File: src/rtl/pkt_send_pkg.sv
// pkt_send_pkg: shared arbiter state type and default sizing constants for the packet send scheduler
package pkt_send_pkg;

    typedef enum logic [1:0] {
        ST_IDLE  = 2'd0,
        ST_PULSE = 2'd1,
        ST_GAP   = 2'd2
    } arb_state_t;

    localparam int DEF_PULSE_LEN = 3;
    localparam int DEF_ADDR_W    = 25;

endpackage

File: src/rtl/pkt_send_prio.sv
// pkt_send_prio: lowest-index-first picker, one-hot grant plus any-request flag
module pkt_send_prio #(
    parameter int N = 2
) (
    input  logic [N-1:0] req,
    output logic [N-1:0] grant,
    output logic         valid
);

    // isolating the lowest set bit gives lowest-index priority
    assign grant = req & (~req + N'(1));
    assign valid = |req;

endmodule

File: src/rtl/pkt_send_sched.sv
// pkt_send_sched: frame-periodic per-channel send scheduler with single-grant pulse arbiter
// optional per-channel grant counters on sent_cnt when PKT_SEND_STATS_EN is defined
module pkt_send_sched
    import pkt_send_pkg::*;
#(
    parameter int N_CH      = 2,
    parameter int ADDR_W    = DEF_ADDR_W,
    parameter int CNT_W     = 32,
    parameter int PULSE_LEN = DEF_PULSE_LEN
) (
    input  logic                   clk_50_pll,
    input  logic                   main_reset,
    input  logic                   mac_inited,
    input  logic                   rx_ready,
    input  logic [CNT_W-1:0]       cfg_period,
    input  logic [N_CH*CNT_W-1:0]  cfg_offset,
    input  logic [N_CH*ADDR_W-1:0] cfg_addr,
    input  logic [N_CH-1:0]        ch_en,
    output logic [N_CH-1:0]        cmd_send,
    output logic [ADDR_W-1:0]      start_ram_addr,
    output logic [N_CH-1:0]        overrun,
    output logic                   busy
`ifdef PKT_SEND_STATS_EN
    ,
    output logic [N_CH*16-1:0]     sent_cnt
`endif
);

    arb_state_t          state;
    logic [CNT_W-1:0]    frame_cnt;
    logic [N_CH-1:0]     pending;
    logic [N_CH-1:0]     granted_oh;
    logic [N_CH-1:0]     trig;
    logic [N_CH-1:0]     pick;
    logic [N_CH-1:0]     take;
    logic [N_CH-1:0]     lost;
    logic [ADDR_W-1:0]   addr_sel;
    logic [3:0]          pcnt;
    logic                req_valid;
    logic                run;
    logic                period_ok;

    assign run       = mac_inited & rx_ready;
    assign period_ok = cfg_period >= CNT_W'(2);
    assign busy      = state != ST_IDLE;
    assign take      = (state == ST_IDLE && req_valid) ? pick : '0;
    assign lost      = trig & (pending | (busy ? granted_oh : '0));

    pkt_send_prio #(.N(N_CH)) u_prio (
        .req   (pending),
        .grant (pick),
        .valid (req_valid)
    );

    // per-channel trigger match; an offset outside the frame can never fire
    always_comb begin
        trig = '0;
        for (int i = 0; i < N_CH; i++)
            trig[i] = run && period_ok && ch_en[i]
                      && frame_cnt == cfg_offset[i*CNT_W +: CNT_W]
                      && cfg_offset[i*CNT_W +: CNT_W] < cfg_period;
    end

    // start address of the channel about to be granted
    always_comb begin
        addr_sel = '0;
        for (int i = 0; i < N_CH; i++)
            if (pick[i]) addr_sel = addr_sel | cfg_addr[i*ADDR_W +: ADDR_W];
    end

    // frame counter: runs only while the link is up, wraps at period-1 or when period shrinks below it
    always_ff @(posedge clk_50_pll or posedge main_reset) begin
        if (main_reset)     frame_cnt <= '0;
        else if (!period_ok) frame_cnt <= '0;
        else if (run)       frame_cnt <= (frame_cnt >= cfg_period - CNT_W'(1)) ? '0 : frame_cnt + CNT_W'(1);
    end

    // pending requests: set by triggers, cleared on grant or channel disable; collisions become sticky overruns
    always_ff @(posedge clk_50_pll or posedge main_reset) begin
        if (main_reset) begin
            pending <= '0;
            overrun <= '0;
        end else begin
            pending <= ((pending & ~take) | (trig & ~lost)) & ch_en;
            overrun <= overrun | lost;
        end
    end

    // arbiter: IDLE grants lowest pending, PULSE holds cmd_send for PULSE_LEN cycles, GAP separates pulses
    always_ff @(posedge clk_50_pll or posedge main_reset) begin
        if (main_reset) begin
            state          <= ST_IDLE;
            granted_oh     <= '0;
            cmd_send       <= '0;
            start_ram_addr <= '0;
            pcnt           <= '0;
        end else begin
            case (state)
                ST_IDLE: if (req_valid) begin
                    state          <= ST_PULSE;
                    granted_oh     <= pick;
                    cmd_send       <= pick;
                    start_ram_addr <= addr_sel;
                    pcnt           <= '0;
                end
                ST_PULSE: if (pcnt == 4'(PULSE_LEN - 1)) begin
                    state    <= ST_GAP;
                    cmd_send <= '0;
                end else begin
                    pcnt <= pcnt + 4'd1;
                end
                ST_GAP:  state <= ST_IDLE;
                default: state <= ST_IDLE;
            endcase
        end
    end

`ifdef PKT_SEND_STATS_EN
    // saturating count of grants per channel
    always_ff @(posedge clk_50_pll or posedge main_reset) begin
        if (main_reset) sent_cnt <= '0;
        else
            for (int i = 0; i < N_CH; i++)
                if (take[i] && sent_cnt[i*16 +: 16] != 16'hFFFF)
                    sent_cnt[i*16 +: 16] <= sent_cnt[i*16 +: 16] + 16'd1;
    end
`endif

endmodule

File: config.mk
export PLATFORM = sky130hd
export DESIGN_NAME = pkt_send_sched
export DESIGN_NICKNAME = d
export VERILOG_FILES = /design/src/rtl/pkt_send_pkg.sv /design/src/rtl/pkt_send_prio.sv /design/src/rtl/pkt_send_sched.sv
export SDC_FILE = /design/constraint.sdc
export NUM_CORES = 1
export LEC_CHECK = 0
export CAP_MARGIN = 20
export CORE_MARGIN = 2
export CORE_UTILIZATION = 34
export DETAILED_ROUTE_END_ITERATION = 16
export SYNTH_ARGS = -nofsm -noshare
export SYNTH_HDL_FRONTEND = slang
export SYNTH_SLANG_ARGS = --single-unit
File: constraint.sdc
create_clock -name clk_50_pll -period 5.15 [get_ports clk_50_pll]
set_input_delay 1.2875 -clock clk_50_pll [delete_from_list [all_inputs] [get_ports clk_50_pll]]
set_output_delay 1.2875 -clock clk_50_pll [all_outputs]
set_load 0.005 [all_outputs]
# After elaboration in Yosys (flattened, before gate mapping)
# Cells that the tools add are included.
dict set report totals {
  register_bits 71
  inputBits 152
  output_inout_bits 30
  elab_cells 69
}
dict set report op_classes {
  addsub 4
  n_lt_le_gt_ge 4
  eq_ne 8
  mux 16
  bitwise 13
  reduce_logical 16
}
# op count
set ops {}
lappend ops {{two-way mux 32 bit} 3}
lappend ops {{== test 32 bit} 2}
lappend ops {{less-than comparator 32 bit} 2}
lappend ops {{two-way mux 25 bit} 2}
lappend ops {{adder 32 x 1 -> 32 bit (second input constant)} 1}
lappend ops {{greater-or-equal comparator 32 x 2 -> 1 bit (second input constant)} 1}
lappend ops {{greater-or-equal comparator 32 bit} 1}
lappend ops {{subtractor 32 x 1 -> 32 bit (second input constant)} 1}
lappend ops {{bitwise OR 25 bit} 1}
lappend ops {{two-way mux 2 bit} 6}
lappend ops {{bitwise AND 2 bit} 5}
lappend ops {{logical AND 1 bit} 8}
lappend ops {{two-way mux 4 bit} 2}
lappend ops {{!= test 2 bit (second input constant)} 4}
lappend ops {{one-hot mux 2 bit (2 select lines)} 2}
lappend ops {{one-hot mux 4 bit (2 select lines)} 1}
lappend ops {{NOT 2 bit} 3}
lappend ops {{bitwise OR 2 bit} 3}
lappend ops {{AND reduction 3 bit} 2}
lappend ops {{adder 4 x 1 -> 4 bit (second input constant)} 1}
lappend ops {{== test 4 x 2 -> 1 bit (second input constant)} 1}
lappend ops {{AND reduction 2 bit} 2}
lappend ops {{nonzero test 2 bit} 2}
lappend ops {{adder 2 x 1 -> 2 bit (second input constant)} 1}
lappend ops {{4 further kinds} 4}

# Longest topological paths before layout
dict set report logic_depth {
  depth_word 10
  depth_mapped 18
  mapped_depth_nobuf 17
}

# Modules after synthesis
# From an unflattened synthesis, not the netlist that was laid out.
dict set report hier_totals {
  hier_cells 840
  hier_area_um2 6977.9
}
# module n_inst cells_each area_per_inst_um2 seq_area_each_um2
set modules_own_cells {}
lappend modules_own_cells {pkt_send_sched 1 837 6957.9 1776.7}
lappend modules_own_cells {pkt_send_prio 1 3 20.0 0.0}

# Worst setup path before layout
# OpenSTA, ideal clock, no wires.
dict set report synth_path {
  kind {input to register}
  startpoint {in cfg_period[8]}
  endpoint {reg frame_cnt[14]}
  setup_ps 110
  arrival_ps 4428
  required_ps 5040
  setup_slack_ps 612
  cell_stages 16
  n_path_buf 1
  path_cell_list {nor4_1 > and4_1 > nand2_1 > nor3_1 > nand4_1 > nor3_1 > xnor2_1 > ha_1 > nand4_1 > nor2_1 > a211o_1 > nor2_1 > a21boi_4 > buf_6 > nand2_1 > o41ai_1}
}
dict set report synth_via {
  elab_chain_cells 5
  elab_cells_between_ends 7
  cone_classes {add/sub (1); order compare (2); eq/ne (1); mux (3)}
}
# element line
set synth_rtl {}
lappend synth_rtl {{start: declaration} pkt_send_sched.sv:15} ;# input logic [CNT_W-1:0] cfg_period,
lappend synth_rtl {{subtractor 32 x 1 -> 32 bit} pkt_send_sched.sv:75} ;# else if (run) frame_cnt <= (frame_cnt >= cfg_period - CNT_W'(1)) ? '0 : frame_cnt + CNT_W'(1);
lappend synth_rtl {{greater-or-equal comparator 32 bit} pkt_send_sched.sv:75}
lappend synth_rtl {{two-way mux 32 bit (2 in a row)} pkt_send_sched.sv:75}
lappend synth_rtl {{two-way mux 32 bit} pkt_send_sched.sv:74} ;# else if (!period_ok) frame_cnt <= '0;
lappend synth_rtl {{end signal: assignment} pkt_send_sched.sv:75}
lappend synth_rtl {{end: declaration} pkt_send_sched.sv:30} ;# logic [CNT_W-1:0] frame_cnt;
# Several ways; a longest one is shown, not always the timed one. The select of a mux whose other input is x is not followed.
# A chain may end at the register's enable or synchronous reset.

# Final worst setup path
dict set report layout_path {
  startpoint {in cfg_period[8]}
  endpoint {reg frame_cnt[28]}
}
# The elaborated chain is that of the path after synthesis.

==> summary.txt <==
Synth Area per Inst -> 8.26 µm²
Worst Setup Path Type -> in2reg
Antenna Nets Post-Route -> 0
Max Clk Rate -> 0.207 GHz
Yosys reg bits -> 71
R2r endpoint -> overrun[1]$_DFF_PP0_
Worst Hold Class -> reg2reg
Startpoint types -> primary input
Worst R2R Path Depth -> 8
Area of the die -> 22,000 µm²
Final WS setup -> 0.327 ns
Initial Util -> 0.349
Period minus WS final -> 4.82 ns
Clk sinks -> 71
Post-synth EDFFs -> 0
Die Y -> 148 µm
CTS H-Tree Depth -> 3
Vias post-DR -> 7,301
Hold WS -> 0.481 ns
Leak pwr -> 4.24 nW
Setup TNS Final -> 0 ns
Cell count after synthesis -> 859
Least-Margin Pin Slew -> 1.07 ns
Slew Viols, Final -> 0
Primary FF master, synth -> dfrtp_1
Largest net degree at the start of global routing -> 40
DRT Pass-1 Iters -> 5
Final core occ -> 0.474
Cell Area, Synth -> 7100 µm²
CTS tree -> yes
Die X -> 148 µm
Vias in the first global route -> 6,930
Hold Buf Count CTS -> 0
R2R setup slack -> 1.97 ns
DR iter-0 viols -> 533
Root Driver -> clkbuf_16
Bufs on Longest Clock Path -> 2
Run status -> completed
Global Route Usage Sum -> 0.238
Initial antenna violation count -> 0
Worst VDD drop -> 0.161 mV
Drt wl/cell -> 20.0 µm
I/O Buffers -> 181
Max-cap violations -> 0
DRC viols -> 0
Area Growth Syn to Fin -> 36.1%
Yosys cell types -> 54
Worst hold path endpoint -> overrun[0]$_DFF_PP0_
Final net count -> 1,286
Critical path arrival -> 5.09 ns
Commonest non-fill, non-tap cell in the layout -> clkdlybuf4s50_1
Row cnt -> 52
Via-to-Cell Ratio -> 5.57
Async SR Flop Fraction -> 1.00
FF-to-FF Start -> frame_cnt[22]$_DFFE_PP0P_
CTS Buf Count -> 9
# diodes -> 0
Cell Pwr Density -> 183 nW/µm²
Routed Wire Length -> 26,200 µm
Fraction of layout cells with a size suffix above 1 -> 0.0606
Grt ovf -> 0
Crit path max fanout -> 14
IO Pins -> 182
Ys Warns -> 0
Core Area -> 20,400 µm²
Final HPWL DP -> 20,900 µm
Clk_skew -> 0.0190 ns
Period Utilization, post-route -> 0.937
RSZ-0062 raised after global routing -> false
Most frequent cells in the layout -> clkdlybuf4s50_1, ha_1, dfrtp_1, a21oi_1, xnor2_1
Relative slew slack -> 0.283
Syn_nets -> 1,110
Hold Path Depth -> 1
GPL Wtd Cong -> 0.930
Register area share after synthesis -> 0.250
Post-CTS Setup Inserts -> 0
Global-route wire length before repair -> 40,300 µm
Skew-Pair Late Insertion Delay -> 0.36 ns
DP Worst Slack -> 0.0466 ns
CTS clock-pin slew for the worst setup and hold paths -> 0.06 ns
Hold path startpoint -> overrun[0]$_DFF_PP0_
Pwr Total -> 1.77 mW
Endpoints failing hold -> 0
Resize count post-CTS -> 0
Final setup viols -> 0
Worst Setup End Kind -> flop
Worst Path Required -> 5.42 ns
area by class of cell:
| type | count | area (µm²) |
|---|---|---|
| multi-input combinational | 690 | 4930 |
| clock buffer | 10 | 229 |
| timing repair buffer | 218 | 2150 |
| fill | 2001 | 10700 |
| tap | 270 | 338 |
| sequential | 71 | 1780 |
| inverter | 45 | 169 |
| clock inverter | 6 | 68.8 |
worst max-delay path, cell delays in order:
cell and delay, ns:
clkdlybuf4s50_1 0.42, nor4_1 0.41, and4_1 0.36, nand3_1 0.14, or2_2 0.33, nor3_1 0.20
buf_4 0.16, xnor2_1 0.12, ha_1 0.27, a211oi_1 0.24, nor2_1 0.07, nor3_1 0.14
o21ai_0 0.13, o211ai_1 0.24, buf_4 0.29, o211ai_1 0.11, a31oi_1 0.17
sequential cells by signal, summed over array words and instances, names as in the netlist:
name,cells
cmd_send,2
pcnt,4
start_ram_addr,25
pending,2
granted_oh,2
state,2
overrun,2
frame_cnt,32
logic make-up (layout without fill, tap and decap cells):
group | count (synthesis) | after routing | share of synthesized area
DFF | 71 | 71 | 0.250
muxes | 1 | 1 | 0.00159
and+or+nand+nor | 260 | 260 | 0.189
buffers and inverters | 98 | 279 | 0.0561
AOI/OAI and AO/OA | 235 | 235 | 0.211
adders and majority gates | 99 | 99 | 0.175
xor gates and xnor gates | 95 | 95 | 0.117
synthesized netlist by cell type (all sizes together) (7+ instances only):
cell    count  area (µm²)
a21o       14         105
a21oi      59         295
a22o        8        70.1
a31o        7        61.3
a31oi      36         225
and3        8        50.1
buf        16        88.8
clkbuf     37         140
dfrtp      71        1780
ha         99        1240
inv        44         165
nand2      46         173
nand2b      8        50.1
nand3      41         205
nand4      34         213
nor2       53         199
nor3       19         100
nor4       19         119
o211ai      9        67.6
o21ai      29         145
o22ai      44         275
xnor2      59         517
xor2       36         315
per-stage QoR:
stage               instance area [µm²]  cells
floorplan                          7100    859
global placement                   9340   1293
detailed placement                 9360   1294
CTS                                9660   1310
global route                       9660   1310
finish                             9660   1310
power breakdown:
part	total, mW	internal [mW]	switching, mW
logic	0.499	0.261	0.239
clock network	0.637	0.378	0.259
registers	0.636	0.577	0.0592
total	1.77	1.22	0.557
metal layers:
| metal | routed length, µm | global-route usage | vias to the layer above |
|---|---|---|---|
| li1 | - | - | 3563 |
| met4 | 921 | 0.0981 | 0 |
| met2 | 11800 | 0.356 | 223 |
| met5 | 0 | 0 | - |
| met3 | 1410 | 0.0371 | 45 |
| met1 | 12100 | 0.342 | 3470 |
worst max path at each step:
stage / to / from / slack (ns)
floorplan: frame_cnt[14]$_DFFE_PP0P_ / cfg_period[8] / 0.61
global placement: frame_cnt[26]$_DFFE_PP0P_ / cfg_period[8] / 0.12
detailed placement: frame_cnt[4]$_DFFE_PP0P_ / cfg_period[8] / 0.05
CTS: frame_cnt[28]$_DFFE_PP0P_ / cfg_period[8] / 0.38
global route: frame_cnt[28]$_DFFE_PP0P_ / cfg_period[1] / 0.06
finish: frame_cnt[28]$_DFFE_PP0P_ / cfg_period[8] / 0.33
(Power assumes the default switching activity.)
